<file path="config.mk">
export PLATFORM = sky130hd
export DESIGN_NAME = jpeg_rle_decoder
export DESIGN_NICKNAME = d
export VERILOG_FILES = /design/src/rtl/jpeg_dec_pkg.sv /design/src/rtl/jpeg_amp_decode.sv /design/src/rtl/jpeg_rle_decoder.sv
export SDC_FILE = /design/constraint.sdc
export NUM_CORES = 1
export LEC_CHECK = 0
export ABC_AREA = 1
export CAP_MARGIN = 40
export CORE_ASPECT_RATIO = 0.8
export CORE_MARGIN = 5
export CORE_UTILIZATION = 30
export DETAILED_ROUTE_END_ITERATION = 7
export PLACE_DENSITY = 0.58
export SLEW_MARGIN = 15
export SYNTH_ARGS = -nofsm -noshare
export SYNTH_HDL_FRONTEND = slang
export SYNTH_HIERARCHICAL = 1
export SYNTH_SLANG_ARGS = --single-unit
</file>
<file path="constraint.sdc">
create_clock -name clk -period 5.24 [get_ports clk]
set_input_delay 0.524 -clock clk [delete_from_list [all_inputs] [get_ports clk]]
set_output_delay 0.524 -clock clk [all_outputs]
set_load 0.01 [all_outputs]
</file>
<file path="src/rtl/jpeg_dec_pkg.sv">
// Shared types and constants for the JPEG run-length coefficient decoder.
package jpeg_dec_pkg;

    localparam int unsigned COEF_W_DEF = 12;
    localparam int unsigned AMP_W      = 12;

    localparam logic [3:0] DC_MAX_SIZE = 4'd11;
    localparam logic [3:0] AC_MAX_SIZE = 4'd10;

    localparam logic [3:0] EOB_RUN  = 4'd0;
    localparam logic [3:0] EOB_SIZE = 4'd0;
    localparam logic [3:0] ZRL_RUN  = 4'd15;
    localparam logic [3:0] ZRL_SIZE = 4'd0;

    typedef enum logic [2:0] {
        S_DC,
        S_AC,
        S_ZERO,
        S_VAL,
        S_FILL
    } dec_state_t;

endpackage

</file>
<file path="src/rtl/jpeg_amp_decode.sv">
// JPEG amplitude extension: turns (category, raw bits) into a signed value.
module jpeg_amp_decode
    import jpeg_dec_pkg::*;
(
    input  logic [3:0]              size,
    input  logic [10:0]             bits,
    output logic signed [AMP_W-1:0] value
);

    logic [AMP_W-1:0] span;
    logic [AMP_W-1:0] mag;

    // Top bit of the category set means positive; otherwise value = bits - (2^size - 1).
    always_comb begin
        span  = (AMP_W'(1) << size) - AMP_W'(1);
        mag   = {1'b0, bits} & span;
        value = '0;
        if (size != 4'd0 && size <= DC_MAX_SIZE) begin
            value = (mag > (span >> 1)) ? signed'(mag) : signed'(mag - span);
        end
    end

endmodule

</file>
<file path="src/rtl/jpeg_rle_decoder.sv">
// Expands DC/AC run-length symbols into 64 zigzag-ordered coefficients per block.
module jpeg_rle_decoder
    import jpeg_dec_pkg::*;
#(
    parameter int unsigned COEF_W = COEF_W_DEF
) (
    input  logic                     clk,
    input  logic                     rst,
    input  logic                     restart_i,
    input  logic                     sym_valid,
    output logic                     sym_ready,
    input  logic [3:0]               sym_run,
    input  logic [3:0]               sym_size,
    input  logic [10:0]              sym_bits,
    output logic                     coef_valid,
    input  logic                     coef_ready,
    output logic signed [COEF_W-1:0] coef_data,
    output logic [5:0]               coef_index,
    output logic                     coef_last,
    output logic                     err
);

    dec_state_t state, state_nxt;

    logic [5:0]               next_idx;
    logic [3:0]               zero_cnt;
    logic signed [COEF_W-1:0] pred;
    logic signed [COEF_W-1:0] pend;
    logic signed [AMP_W-1:0]  amp_val;
    logic signed [COEF_W-1:0] amp_ext;
    logic signed [COEF_W-1:0] ac_value;
    logic [3:0]               amp_size;
    logic [6:0]               run_end;
    logic                     size_ok;
    logic                     is_eob;
    logic                     is_zrl;
    logic                     overflow;
    logic                     advance;
    logic                     accept;
    logic                     at_last;
    logic                     emit;
    logic                     err_set;
    logic [5:0]               emit_idx;
    logic signed [COEF_W-1:0] emit_data;

    assign advance  = !coef_valid || coef_ready;
    assign accept   = sym_valid && sym_ready;
    assign size_ok  = (state == S_DC) ? (sym_size <= DC_MAX_SIZE) : (sym_size <= AC_MAX_SIZE);
    assign amp_size = size_ok ? sym_size : 4'd0;
    assign amp_ext  = COEF_W'(amp_val);
    assign is_eob   = (sym_run == EOB_RUN) && (sym_size == EOB_SIZE);
    assign is_zrl   = (sym_run == ZRL_RUN) && (sym_size == ZRL_SIZE);
    assign ac_value = is_zrl ? '0 : amp_ext;
    assign run_end  = {1'b0, next_idx} + {3'b000, sym_run};
    assign overflow = !is_eob && (run_end > 7'd63);
    assign at_last  = (next_idx == 6'd63);

    jpeg_amp_decode u_amp (
        .size  (amp_size),
        .bits  (sym_bits),
        .value (amp_val)
    );

    always_ff @(posedge clk or posedge rst) begin
        if (rst) begin
            state <= S_DC;
        end else begin
            state <= state_nxt;
        end
    end

    // ZRL is handled as run 15 followed by a zero value, i.e. 16 zeros.
    always_comb begin
        state_nxt = state;
        case (state)
            S_DC: if (accept) state_nxt = S_AC;
            S_AC: begin
                if (accept) begin
                    if (is_eob || overflow)     state_nxt = at_last ? S_DC : S_FILL;
                    else if (sym_run == 4'd0)   state_nxt = at_last ? S_DC : S_AC;
                    else if (sym_run == 4'd1)   state_nxt = S_VAL;
                    else                        state_nxt = S_ZERO;
                end
            end
            S_ZERO: if (advance && zero_cnt == 4'd1) state_nxt = S_VAL;
            S_VAL:  if (advance) state_nxt = at_last ? S_DC : S_AC;
            S_FILL: if (advance && at_last) state_nxt = S_DC;
            default: state_nxt = S_DC;
        endcase
        if (restart_i) state_nxt = S_DC;
    end

    always_comb begin
        sym_ready = !rst && !restart_i && advance && (state == S_DC || state == S_AC);
    end

    // The first coefficient of an accepted symbol is produced in the accept cycle itself.
    always_comb begin
        emit      = 1'b0;
        emit_idx  = next_idx;
        emit_data = '0;
        err_set   = 1'b0;
        case (state)
            S_DC: begin
                emit      = accept;
                emit_idx  = '0;
                emit_data = pred + amp_ext;
                err_set   = accept && !size_ok;
            end
            S_AC: begin
                emit      = accept;
                emit_data = (is_eob || overflow || sym_run != 4'd0) ? '0 : ac_value;
                err_set   = accept && (!size_ok || overflow);
            end
            S_ZERO, S_FILL: emit = advance;
            S_VAL: begin
                emit      = advance;
                emit_data = pend;
            end
            default: emit = 1'b0;
        endcase
    end

    always_ff @(posedge clk or posedge rst) begin
        if (rst) begin
            coef_valid <= 1'b0;
            coef_data  <= '0;
            coef_index <= '0;
            coef_last  <= 1'b0;
            err        <= 1'b0;
            next_idx   <= '0;
            zero_cnt   <= '0;
            pred       <= '0;
            pend       <= '0;
        end else if (restart_i) begin
            coef_valid <= 1'b0;
            next_idx   <= '0;
            pred       <= '0;
        end else begin
            if (advance) begin
                coef_valid <= emit;
                if (emit) begin
                    coef_data  <= emit_data;
                    coef_index <= emit_idx;
                    coef_last  <= (emit_idx == 6'd63);
                    next_idx   <= emit_idx + 6'd1;
                end
            end
            if (accept && state == S_DC) pred <= emit_data;
            if (accept && state == S_AC) begin
                zero_cnt <= sym_run - 4'd1;
                pend     <= ac_value;
            end
            if (state == S_ZERO && advance) zero_cnt <= zero_cnt - 4'd1;
            if (err_set) err <= 1'b1;
        end
    end

endmodule
</file>
Word level (Yosys, flattened, before mapping)
Index checks and enable logic that the tools add are counted.
W data, S select, Z words.

storage, ports and cells
  bits in registers = 58
  word-level logic and storage cells = 112

cells by class
  add/sub/neg operators = 7
  $lt $le $gt $ge = 5
  eq/ne operators = 14
  shift-type cells = 1
  multiplexer cells = 31
  bitwise operators = 2
  reduce and logical (&&, ||, !) cells = 42

operator list
  cell                     number
  $mux W12                 6
  $pmux W12 S3             1
  $mux W3                  8
  $mux W6                  4
  $logic_and A1 B1 Y1      15
  $ne A3 B3 Y1 const B     5
  $pmux W3 S5              1
  $add A12 B12 Y12         1
  $and A11 B12 Y12         1
  $eq A6 B6 Y1 const B     2
  $gt A12 B11 Y1           1
  $le A4 B4 Y1 const B     3
  $mux W4                  3
  $shl A1 B4 Y12 const A   1
  $sub A12 B12 Y12         1
  $sub A12 B2 Y12 const B  1
  $eq A4 B1 Y1 const B     2
  $logic_not A4 Y1         2
  $reduce_and A2 Y1        4
  $reduce_bool A2 Y1       4
  $reduce_bool A4 Y1       2
  $sub A4 B1 Y4 const B    2
  $add A6 B4 Y7            1
  $gt A7 B6 Y1 const B     1
  other kinds (16)         30

Longest topological paths before layout
Gate-level depths: netlist of the first run.

  depth after elaboration = 14
  depth in mapped cells = 37

Modules after synthesis
Netlist of the first run, hierarchy kept.

by module, submodules not included
  module            instances  cells an instance  area an instance (sq um)  seq. area each (sq um)
  jpeg_rle_decoder  1          527                3792.4                    1451.4
  jpeg_amp_decode   1          194                1039.7                    0.0

Worst setup path after synthesis of the first run
OpenSTA, ideal clock, no wires.

  path type = flip-flop to flip-flop
  start point = reg state[0]
  end point = reg coef_data[6]
  setup time = 0.117 ns
  arrival = 4.585 ns
  required time = 5.123 ns
  setup slack = 0.538 ns
  stages on the path, launching flop included = 36
  path buffers = 2
  period minus slack after synthesis = 4.702 ns
  path through = dfrtp_1 inv_2 nand2_2 inv_2 o31ai_4 nand2_1 inv_2 nor2_1 nor2_4 nand2_2 ha_1 inv_1 nor2_1 or2_2 nand2_1 nor2_1 ha_1 nand3_1 inv_1 o21ai_0 nand3_1 nand2_1 clkbuf_8 clkbuf_8 nand2_1 a21oi_1 ha_1 fa_1 nand2_1 nand3_1 nand3_1 nand3b_1 nand3_1 nand3_1 nand2_1 nand2_1

on the way
  elaborated cells between the ends (all ways) = 28

RTL lines
  item                                                line                     RTL
  from (decl)                                         jpeg_rle_decoder.sv:23   dec_state_t state, state_nxt;
  from (signal assigned)                              jpeg_rle_decoder.sv:68   state <= state_nxt;
  $logic_not A3 Y1 *                                  jpeg_rle_decoder.sv:48   assign size_ok = (state == S_DC) ? (sym_size <= DC_MAX_SIZE) : (sym_size <= AC_MAX_SIZE);
  $mux W1 *                                           jpeg_rle_decoder.sv:48
  $mux W4 *                                           jpeg_rle_decoder.sv:49   assign amp_size = size_ok ? sym_size : 4'd0;
  named net amp_size[2]                               jpeg_rle_decoder.sv:32   logic [3:0] amp_size;
  $shl A1 B4 Y12                                      jpeg_amp_decode.sv:15    span = (AMP_W'(1) << size) - AMP_W'(1);
  $sub A12 B2 Y12                                     jpeg_amp_decode.sv:15
  $and A11 B12 Y12                                    jpeg_amp_decode.sv:16    mag = {1'b0, bits} & span;
  $sub A12 B12 Y12 or $gt A12 B11 Y1 (tied branches)  jpeg_amp_decode.sv:19    value = (mag > (span >> 1)) ? signed'(mag) : signed'(mag - span);
  $mux W12                                            jpeg_amp_decode.sv:19
  $mux W12 *                                          jpeg_amp_decode.sv:18    if (size != 4'd0 && size <= DC_MAX_SIZE) begin
  named net amp_ext[0]                                jpeg_rle_decoder.sv:30   logic signed [COEF_W-1:0] amp_ext;
  $add A12 B12 Y12 *                                  jpeg_rle_decoder.sv:107  emit_data = pred + amp_ext;
  $pmux W12 S3 *                                      jpeg_rle_decoder.sv:103  case (state)
  to (signal assigned)                                jpeg_rle_decoder.sv:143  coef_data <= emit_data;
  to (decl)                                           jpeg_rle_decoder.sv:17   output logic signed [COEF_W-1:0] coef_data,

Mark *: on every way through the listed nets, which the timed path passes. The rest lies on a longest branch.
A chain may end at the register's enable or synchronous reset.

Worst setup path in the final report of the first run
  start point = in sym_size[0]
  end point = reg pred[9]

on the way
  elaborated cells between the ends (all ways) = 27

RTL lines
  item                                                line                     RTL
  from (decl)                                         jpeg_rle_decoder.sv:13   input logic [3:0] sym_size,
  $le A4 B4 Y1                                        jpeg_rle_decoder.sv:48
  $mux W1 *                                           jpeg_rle_decoder.sv:48
  $mux W4 *                                           jpeg_rle_decoder.sv:49
  named net amp_size[2]                               jpeg_rle_decoder.sv:32
  $shl A1 B4 Y12                                      jpeg_amp_decode.sv:15
  $sub A12 B2 Y12                                     jpeg_amp_decode.sv:15
  $and A11 B12 Y12                                    jpeg_amp_decode.sv:16
  $sub A12 B12 Y12 or $gt A12 B11 Y1 (tied branches)  jpeg_amp_decode.sv:19
  $mux W12                                            jpeg_amp_decode.sv:19
  $mux W12 *                                          jpeg_amp_decode.sv:18
  named net amp_ext[8]                                jpeg_rle_decoder.sv:30
  $add A12 B12 Y12 *                                  jpeg_rle_decoder.sv:107
  $pmux W12 S3 *                                      jpeg_rle_decoder.sv:103
  $mux W12 *                                          jpeg_rle_decoder.sv:149  if (accept && state == S_DC) pred <= emit_data;
  $mux W12 *                                          jpeg_rle_decoder.sv:135  end else if (restart_i) begin
  to (signal assigned)                                jpeg_rle_decoder.sv:149
  to (decl)                                           jpeg_rle_decoder.sv:27   logic signed [COEF_W-1:0] pred;

Mark *: on every way through the listed nets, which the timed path passes. The rest lies on a longest branch. The select of a mux whose other input is x is not followed.

==> results.json, run 1 <==
{
  "cts_tree": "built",
  "coreArea_um2": 15800,
  "reg2reg_setup_slack_ns": 0.50,
  "hold_violations": 0,
  "cts_buffer_depth": 2,
  "synth.most_common_cell": "nand2_1",
  "worst_r2r_endpoint": "pred[9]",
  "finalWirelength_um": 13600,
  "antenna_found_initial": 0,
  "die_w_um": 152,
  "crit_required_ns": 5.51,
  "avgSynthCellArea_um2": 6.70,
  "finalNetCount": 848,
  "max_freq_mhz": 207,
  "cp_slowest_cell": "clkdlybuf4s50_1",
  "ant_nets": 0,
  "ctsHtreeMaxLevel": 3,
  "synthFlopType": "dfrtp_1",
  "synth_edf_count": 0,
  "synth-seq-cells": 58,
  "initial_core_util_pct": 30.6,
  "ir_worst_vdd_v": 0.000186,
  "synth_cells": 721,
  "endpoint_kind": "register",
  "holdPathEnd": "pend[6]",
  "dp_hpwl_um": 10600,
  "setup_viol_count_final": 0,
  "min_path_type": "register to register",
  "worstPathArrival_ns": 5.09,
  "final_core_util_pct": 38.3,
  "max_cap_viol_count": 0,
  "n_antenna_cell": 0,
  "critPathMaxStageDelay_ns": 0.47,
  "cts_buffers": 9,
  "crit_fanout": 19,
  "die_y_um": 124,
  "grt.total_usage_pct": 14.9,
  "timing.final.crit_share_pct": 92.0,
  "port_buffers": 45,
  "vias": 4783,
  "place_congestion": 0.904,
  "grt_max_degree": 48,
  "min_period_ns": 4.82,
  "yosysWarningCount": 6,
  "synth_top_area_share_pct": 30.0,
  "synth_area_um2": 4830,
  "cp.depth": 34,
  "drt_iter0_markers": 267,
  "clock_sinks": 58,
  "grt_pass1_vias": 4483,
  "grt_overflow": 0,
  "hold_slack_ns": 0.468,
  "worst_slack_ns": 0.418,
  "cts_root_buffer": "clkbuf_16",
  "std_cell_rows": 41,
  "finalClockSkew_ns": 0.00779,
  "ys_types": 45,
  "netlist_top_cells_count": "nand2_1 (242), inv_1 (90), nand3_1 (69)",
  "worstReg2RegStart": "state[2]",
  "drtPass1Iterations": 8,
  "reg2reg_depth": 35,
  "finalSetupTns_ns": 0,
  "io_pins": 46,
  "synth_top_area_cell": "dfrtp_1",
  "crit_top_cell": "nand2_1",
  "min_from": "pend[6]",
  "grt_pass1_wl_um": 22500,
  "drive_above_1_share_pct": 13.4,
  "vias_per_cell": 4.74,
  "insertion_delay_ns": 0.33,
  "cts.clk_slew.worst_paths_ns": 0.05,
  "p_per_area_nw_per_um2": 424,
  "tightest_slew_ns": 0.686,
  "start_kind": "input port",
  "slew_headroom_pct": 54.2,
  "place_ws_ns": -0.00595,
  "wl_per_cell_um": 13.5,
  "holdPathStages": 2,
  "seq_area_frac_synth_pct": 30.0,
  "syn2layout_area_growth_pct": 25.3,
  "dieArea_um2": 18800,
  "status": "finished clean",
  "synthTopCellsByArea": "dfrtp_1 (30%), nand2_1 (19%), ha_1 (8.5%)",
  "drc": 0,
  "synth_nets": 780,
  "path_buf_inv": 7,
  "cp_top_family": "simple AND/OR/NAND/NOR gates",
  "p_total_mw": 2.57,
  "leakage_nw": 3.17,
  "rsz0062_at_grt": "false",
  "ys_async_sr_fraction_pct": 100,
  "crit_type": "input port to register",
  "maxSlewViolCount": 0
}
worst reg2reg max path, delay by kind of cell, from the launching register on:
family	cells	cell delay, ns
simple gates	23	2.31
fa+ha+maj	3	0.86
flops	1	0.42
buf+inv	6	0.50
compound gates	3	0.56
per-layer routing:
metal,share of wire [%],up-vias,global-route usage [%]
met4,0.67,0,2.70
met3,3.9,8,2.87
li1,-,2454,-
met2,44,83,23.4
met5,0,-,0
met1,51,2238,21.5
registers in the layout, indices dropped and copies added, names as in the netlist:
register and flops:
state 3, coef_data 12, pred 12, coef_valid 1
pend 12, zero_cnt 4, coef_index 6, next_idx 6
err 1, coef_last 1
metrics by stage:
step	std cells	area, um^2
floorplan	721	4830
global placement	992	5630
detailed placement	992	5630
CTS	1008	5940
global route	1009	6060
finish	1009	6060
layout make-up:
| class | count | area, um^2 |
|---|---|---|
| fill | 1731 | 9740 |
| timing repair buffer | 70 | 651 |
| sequential | 58 | 1450 |
| multi-input combinational | 549 | 3000 |
| clock buffer | 15 | 298 |
| tap | 215 | 269 |
| inverter | 101 | 380 |
| clock inverter | 1 | 5.00 |
how the worst max path moves through the flow:
stage	startpoint	endpoint	slack (ns)
finish	sym_size[0]	pred[9]	0.42
global route	sym_size[0]	pred[9]	0.03
CTS	sym_size[0]	coef_data[5]	0.32
detailed placement	sym_size[0]	coef_data[5]	-0.006
global placement	sym_size[0]	coef_data[5]	0.04
floorplan	state[0]	coef_data[6]	0.54
where the power goes:
group	total, mW	switching [mW]	leakage (nW)	internal (mW)
combinational	1.33	0.796	2.26	0.530
clock	0.583	0.199	0.152	0.384
sequential	0.662	0.0802	0.765	0.582
total	2.57	1.08	3.17	1.50
cells in the final DEF (no fill, tap or decap), types with 5 or more instances in the layout:
master,n
ha_1,28
nand2_1,239
o21ai_0,25
clkdlybuf4s50_1,45
o22ai_1,5
buf_4,24
o21ai_1,9
nand2_2,8
a21oi_1,14
xor2_1,5
nand3_1,66
nand4_1,11
nand3_2,7
clkbuf_8,5
nor2_1,62
clkbuf_16,9
xnor2_1,5
inv_2,11
inv_1,88
dfrtp_1,58
nor2_4,5
nor2_2,9
a21oi_2,8
timing repair:
action | CTS | global route
gates resized for setup | 0 | 31
hold buffers | 0 | 0
setup buffers | 0 | 1
setup endpoints to repair | 0 | 21
cells by family after synthesis:
logic type / after synthesis / share of synthesized area [%]
buffers and inverters: 114 / 10.1
XOR/XNOR: 10 / 1.81
adder cells (fa/ha/maj): 35 / 9.37
AND/OR/NAND/NOR: 423 / 38.3
flip-flops: 58 / 30.0
AO/OA/AOI/OAI: 81 / 10.4
Power figures use the tool's default switching activity.
==> run 2: changes to the inputs <==
- CORE_UTILIZATION: 30 -> 59
- PLACE_DENSITY: 0.58 -> 0.93
==> run 2 against run 1 <==
Register-to-register slack got worse by 0.10 ns. Maximum frequency is 1.7% lower. Sequential share of layout area rose by 1.7 points. Power shrank 8.4%. Clock skew hardly changed.
==> results.json, run 2 (synthesis results as in run 1) <==
{
  "insertion_delay_ns": 0.34,
  "cts_tree": "built",
  "finalNonFillerCells": 891,
  "p_per_area_nw_per_um2": 416,
  "leakage_nw": 3.07,
  "clock_sinks": 58,
  "final_core_util_pct": 71.2,
  "port_buffers": 45,
  "ctsHtreeMaxLevel": 3,
  "maxSlewViolCount": 0,
  "timing.final.crit_share_pct": 93.6,
  "cp_slowest_cell": "clkdlybuf4s50_1",
  "ir_worst_vdd_v": 0.000291,
  "final_cell_mix": "nand2_1 (242), inv_1 (88), nand3_1 (67)",
  "syn2layout_area_growth_pct": 17.1,
  "min_path_type": "input port to asynchronous set/reset pin",
  "cts_root_buffer": "clkbuf_8",
  "reg_top3": "coef_data (12), pend (12), pred (12)",
  "endpoint_kind": "register",
  "place_ws_ns": -0.101,
  "hold_violations": 0,
  "vias_per_cell": 5.58,
  "crit_fanout": 19,
  "worst_r2r_endpoint": "coef_data[9]",
  "crit_top_cell": "nand2_1",
  "nFillCells": 631,
  "finalWirelength_um": 13500,
  "worst_slack_ns": 0.337,
  "slew_headroom_pct": 55.9,
  "coreArea_um2": 7950,
  "reg2reg_depth": 35,
  "dp.cells": 874,
  "tightest_slew_ns": 0.661,
  "cts_buffers": 9,
  "finalNetCount": 837,
  "min_period_ns": 4.90,
  "regArea_um2": 1450,
  "antenna_found_initial": 0,
  "n_antenna_cell": 0,
  "setup_viol_count_final": 0,
  "vias": 4972,
  "finalSetupTns_ns": 0,
  "drive_above_1_share_pct": 10.2,
  "status": "finished clean",
  "crit_required_ns": 5.48,
  "ant_nets": 0,
  "rsz0062_at_grt": "true",
  "path_buf_inv": 7,
  "multi_input_area_um2": 2920,
  "grt_overflow": 0,
  "critPathMaxStageDelay_ns": 0.47,
  "max_cap_viol_count": 0,
  "cp_top_family": "simple AND/OR/NAND/NOR gates",
  "std_cell_rows": 29,
  "finalClockSkew_ns": 0.00734,
  "cts.clk_slew.worst_paths_ns": 0.07,
  "drc": 0,
  "grt_pass1_vias": 4691,
  "drtPass1Iterations": 5,
  "reg2reg_setup_slack_ns": 0.40,
  "crit_type": "input port to register",
  "cts_buffer_depth": 2,
  "io_pins": 46,
  "grt_max_degree": 52,
  "die_w_um": 111,
  "dieArea_um2": 10100,
  "max_freq_mhz": 204,
  "grt.total_usage_pct": 26.9,
  "place_congestion": 0.965,
  "grt_pass1_wl_um": 22400,
  "dp_hpwl_um": 10500,
  "initial_core_util_pct": 60.8,
  "worstPathArrival_ns": 5.14,
  "final_common_cell": "nand2_1",
  "worstReg2RegStart": "state[0]",
  "die_y_um": 90.9,
  "start_kind": "input port",
  "drt_iter0_markers": 413,
  "wl_per_cell_um": 15.1
}
[run 2: cell types whose count changed in the layout (fill, tap and decap cells not counted), moves of 3 or more]
cell,change
a21oi_2,-7
ha_4,-3
clkbuf_8,+6
buf_4,-11
ha_1,+4
clkbuf_16,-9
a21oi_1,+7
nand2_2,-3
nand2_1,+3
[run 2: area by class of cell]
class	count	share of cell area [%]
clock inverter	5	0.929
multi-input combinational	549	51.6
tap	108	2.39
sequential	58	25.7
inverter	101	6.72
clock buffer	11	2.68
timing repair buffer	59	10.0
[run 2: power by group]
part | switching [mW] | total, mW | leakage [nW] | internal [mW]
registers | 0.0872 | 0.669 | 0.764 | 0.582
logic | 0.770 | 1.25 | 2.20 | 0.483
clock network | 0.189 | 0.432 | 0.105 | 0.243
total | 1.05 | 2.35 | 3.07 | 1.31
[run 2: stage by stage]
stage,hold slack [ns],power [mW],area (um^2)
floorplan,0.442,1.51,4830
global placement,0.456,1.85,5420
detailed placement,0.458,1.88,5420
CTS,0.411,2.32,5620
global route,0.429,2.53,5660
finish,0.413,2.35,5660
[run 2: timing repair]
action | in CTS | in global routing
gates resized for setup | 0 | 12
hold buffers | 0 | 0
endpoints found under the setup margin | 0 | 22
buffers inserted | 0 | 1
[run 2: how the worst max path moves through the flow]
stage | startpoint | end | depth (start not counted)
after floorplan | state[0] | coef_data[6] | 35
after global placement | sym_size[0] | pred[4] | 31
after detailed placement | sym_size[0] | pred[4] | 32
after CTS | state[0] | pred[4] | 33
after global routing | sym_size[0] | coef_data[7] | 33
final | sym_size[0] | coef_data[9] | 34
[run 2: metal layers]
metal	vias up	wire length (um)	global-route usage, %
li1	2430	-	-
met1	2318	6330	39.7
met2	205	5920	40.6
met3	19	1060	4.85
met4	0	139	7.80
met5	-	0	0
==> RTL edit (config.mk and constraints of run 1) <==
The package constant `AMP_W` goes from 12 to 24.
--- a/src/rtl/jpeg_dec_pkg.sv
+++ b/src/rtl/jpeg_dec_pkg.sv
@@ -3,5 +3,5 @@
 
     localparam int unsigned COEF_W_DEF = 12;
-    localparam int unsigned AMP_W      = 12;
+    localparam int unsigned AMP_W      = 24;
 
     localparam logic [3:0] DC_MAX_SIZE = 4'd11;
Formal check against the unedited RTL: equivalent (Yosys induction, for registers that start in step).
==> RTL edit against run 1 <==
Sequential cell count is the same. Die area grew 3.0%. Synthesized cell count grew 4.2%. Total power grew 7.6%. Worst setup slack lost 89 ps. Synthesized area grew 3.2%. Routed wire length grew 1.2%. Count of clock-buffer cells in the layout shrank 3. Clock skew grew 0.86 ps. Hold slack gained 5.1 ps. Design area grew 8.5%. Largest power group unchanged. Highest routed layer unchanged.
==> RTL edit: results (changes against run 1) <==
Detailed routing
  – Initial DRC Count: 271 (was 267)
  – Total Routed Length: 13800 um (was 13600 um)
  – Drt first pass iters: 4 (was 8)
  – DR vias: 4956 (was 4783)
  – Vias per cell: 4.58 (was 4.74)

Placed design
  – RD Place Congestion: 0.836 (was 0.904)
  – Post-Place Worst Slack: -153 ps (was -5.95 ps)
  – Post-Place Cells: 1054 (was 992)
  – DP Area: 5990 um^2 (was 5630 um^2)
  – # port buffers: 45 (unchanged)
  – Post-DP HPWL: 10700 um (was 10600 um)

Layout
  – Fraction of layout cells with a size suffix above 1: 19.4% (was 13.4%)
  – Final #Nets: 914 (was 848)
  – Largest registers: coef_data x12, pend x12, pred x12 (unchanged)
  – Fill cell count: 1725 (was 1731)
  – Diodes inserted: 0 (unchanged)

Global route
  – Largest net degree at the start of global routing: 39 (was 48)
  – Vias in the first global route: 4723 (was 4483)
  – Initial antenna violation count: 0 (unchanged)
  – First-pass GRT wire length: 23000 um (was 22500 um)
  – GRT Overall Usage: 14.2% (was 14.9%)

Hold path
  – Worst Hold Class: flip-flop to flip-flop (unchanged)

Power and ir drop
  – Leakage: 3.41 nW (was 3.17 nW)
  – Peak VDD IR: 0.000251 V (was 0.000186 V)

Worst setup path
  – Critical Path Max Stage Delay: 470 ps (about the same)
  – Worst path arrival time: 5180 ps (was 5090 ps)
  – CP Launch Type: input port (unchanged)
  – Reg-to-Reg Start: state[1]$_DFFE_PP0P_ (was state[2]$_DFFE_PP0P_)
  – Slowest-stage cell, CP: clkdlybuf4s50_1 (unchanged)
  – CP max FO: 5 (was 19)
  – CP startpoint: sym_size[0] (unchanged)

CTS
  – CTS Buffer Depth: 2 (unchanged)
  – Root buffer cell: clkbuf_16 (unchanged)
  – H-tree depth: 3 (unchanged)
  – Reg clk slew, reported paths: 50 ps (about the same)
  – Clk Latency, worst-skew pair: 330 ps (about the same)
  – CTS Buf Count: 9 (unchanged)

Outcome
  – Status: completed (unchanged)

Logic synthesis
  – Post-Synthesis Cells: 751 (was 721)
  – Ys Warns: 6 (unchanged)
  – Mapped Nets: 809 (was 780)

STA
  – Final Skew: 8.64 ps (was 7.79 ps)
  – Slew at the pin closest to its max-slew limit: 503 ps (was 686 ps)
RTL edit: power breakdown:
part,leakage (nW),internal (W),switching (W)
Combinational,2.50,0.000640,0.000870
Clock,0.145,0.000393,0.000209
Sequential,0.763,0.000574,0.0000806
RTL edit: cell type report:
type | instances | share of cell area [%]
clock buffer | 12 | 3.90
clock inverter | 4 | 0.762
inverter | 110 | 6.32
multi-input combinational | 572 | 49.0
sequential | 58 | 22.1
tap | 220 | 4.19
timing repair buffer | 105 | 13.8
RTL edit: per-layer routing:
metal | track usage [%] | vias up | share of wire [%]
met5 | 0 | - | 0
met4 | 2.65 | 0 | 0.98
met3 | 2.80 | 13 | 3.8
met2 | 21.5 | 76 | 43
met1 | 21.3 | 2259 | 52
li1 | - | 2608 | -
RTL edit: what timing repair did:
action | 4_1_cts | 5_1_grt
gates resized for setup | 0 | 44
setup endpoints to repair | 0 | 22
setup buffers | 0 | 10
hold buffers | 0 | 0
RTL edit: final timing paths:
kind | endpoint | slack [ps] | cells past startpoint
min | pend[6]$_DFFE_PP0P_ | 470 | 2
max in group asynchronous | coef_index[2]$_DFFE_PP0P_ | 3810 | 3
max | pred[8]$_DFFE_PP0P_ | 330 | 36
min reg2reg | pend[6]$_DFFE_PP0P_ | 470 | 2
min in group asynchronous | coef_valid$_DFFE_PP0P_ | 560 | 2
max reg2reg | pred[8]$_DFFE_PP0P_ | 360 | 37
RTL edit: stage by stage:
step                      utilization (%)  power (W)
after floorplan                         -    0.00156
after global placement               36.4    0.00203
after detailed placement             36.4    0.00203
after CTS                            38.3    0.00265
after global routing                 39.9    0.00300
final                                39.9    0.00277
RTL edit: worst max-delay path, delay by kind of cell:
kind	cells	cell delay (ps)
buf+inv	7	970
compound gates	6	920
fa+ha+maj	4	1080
simple gates	19	1690
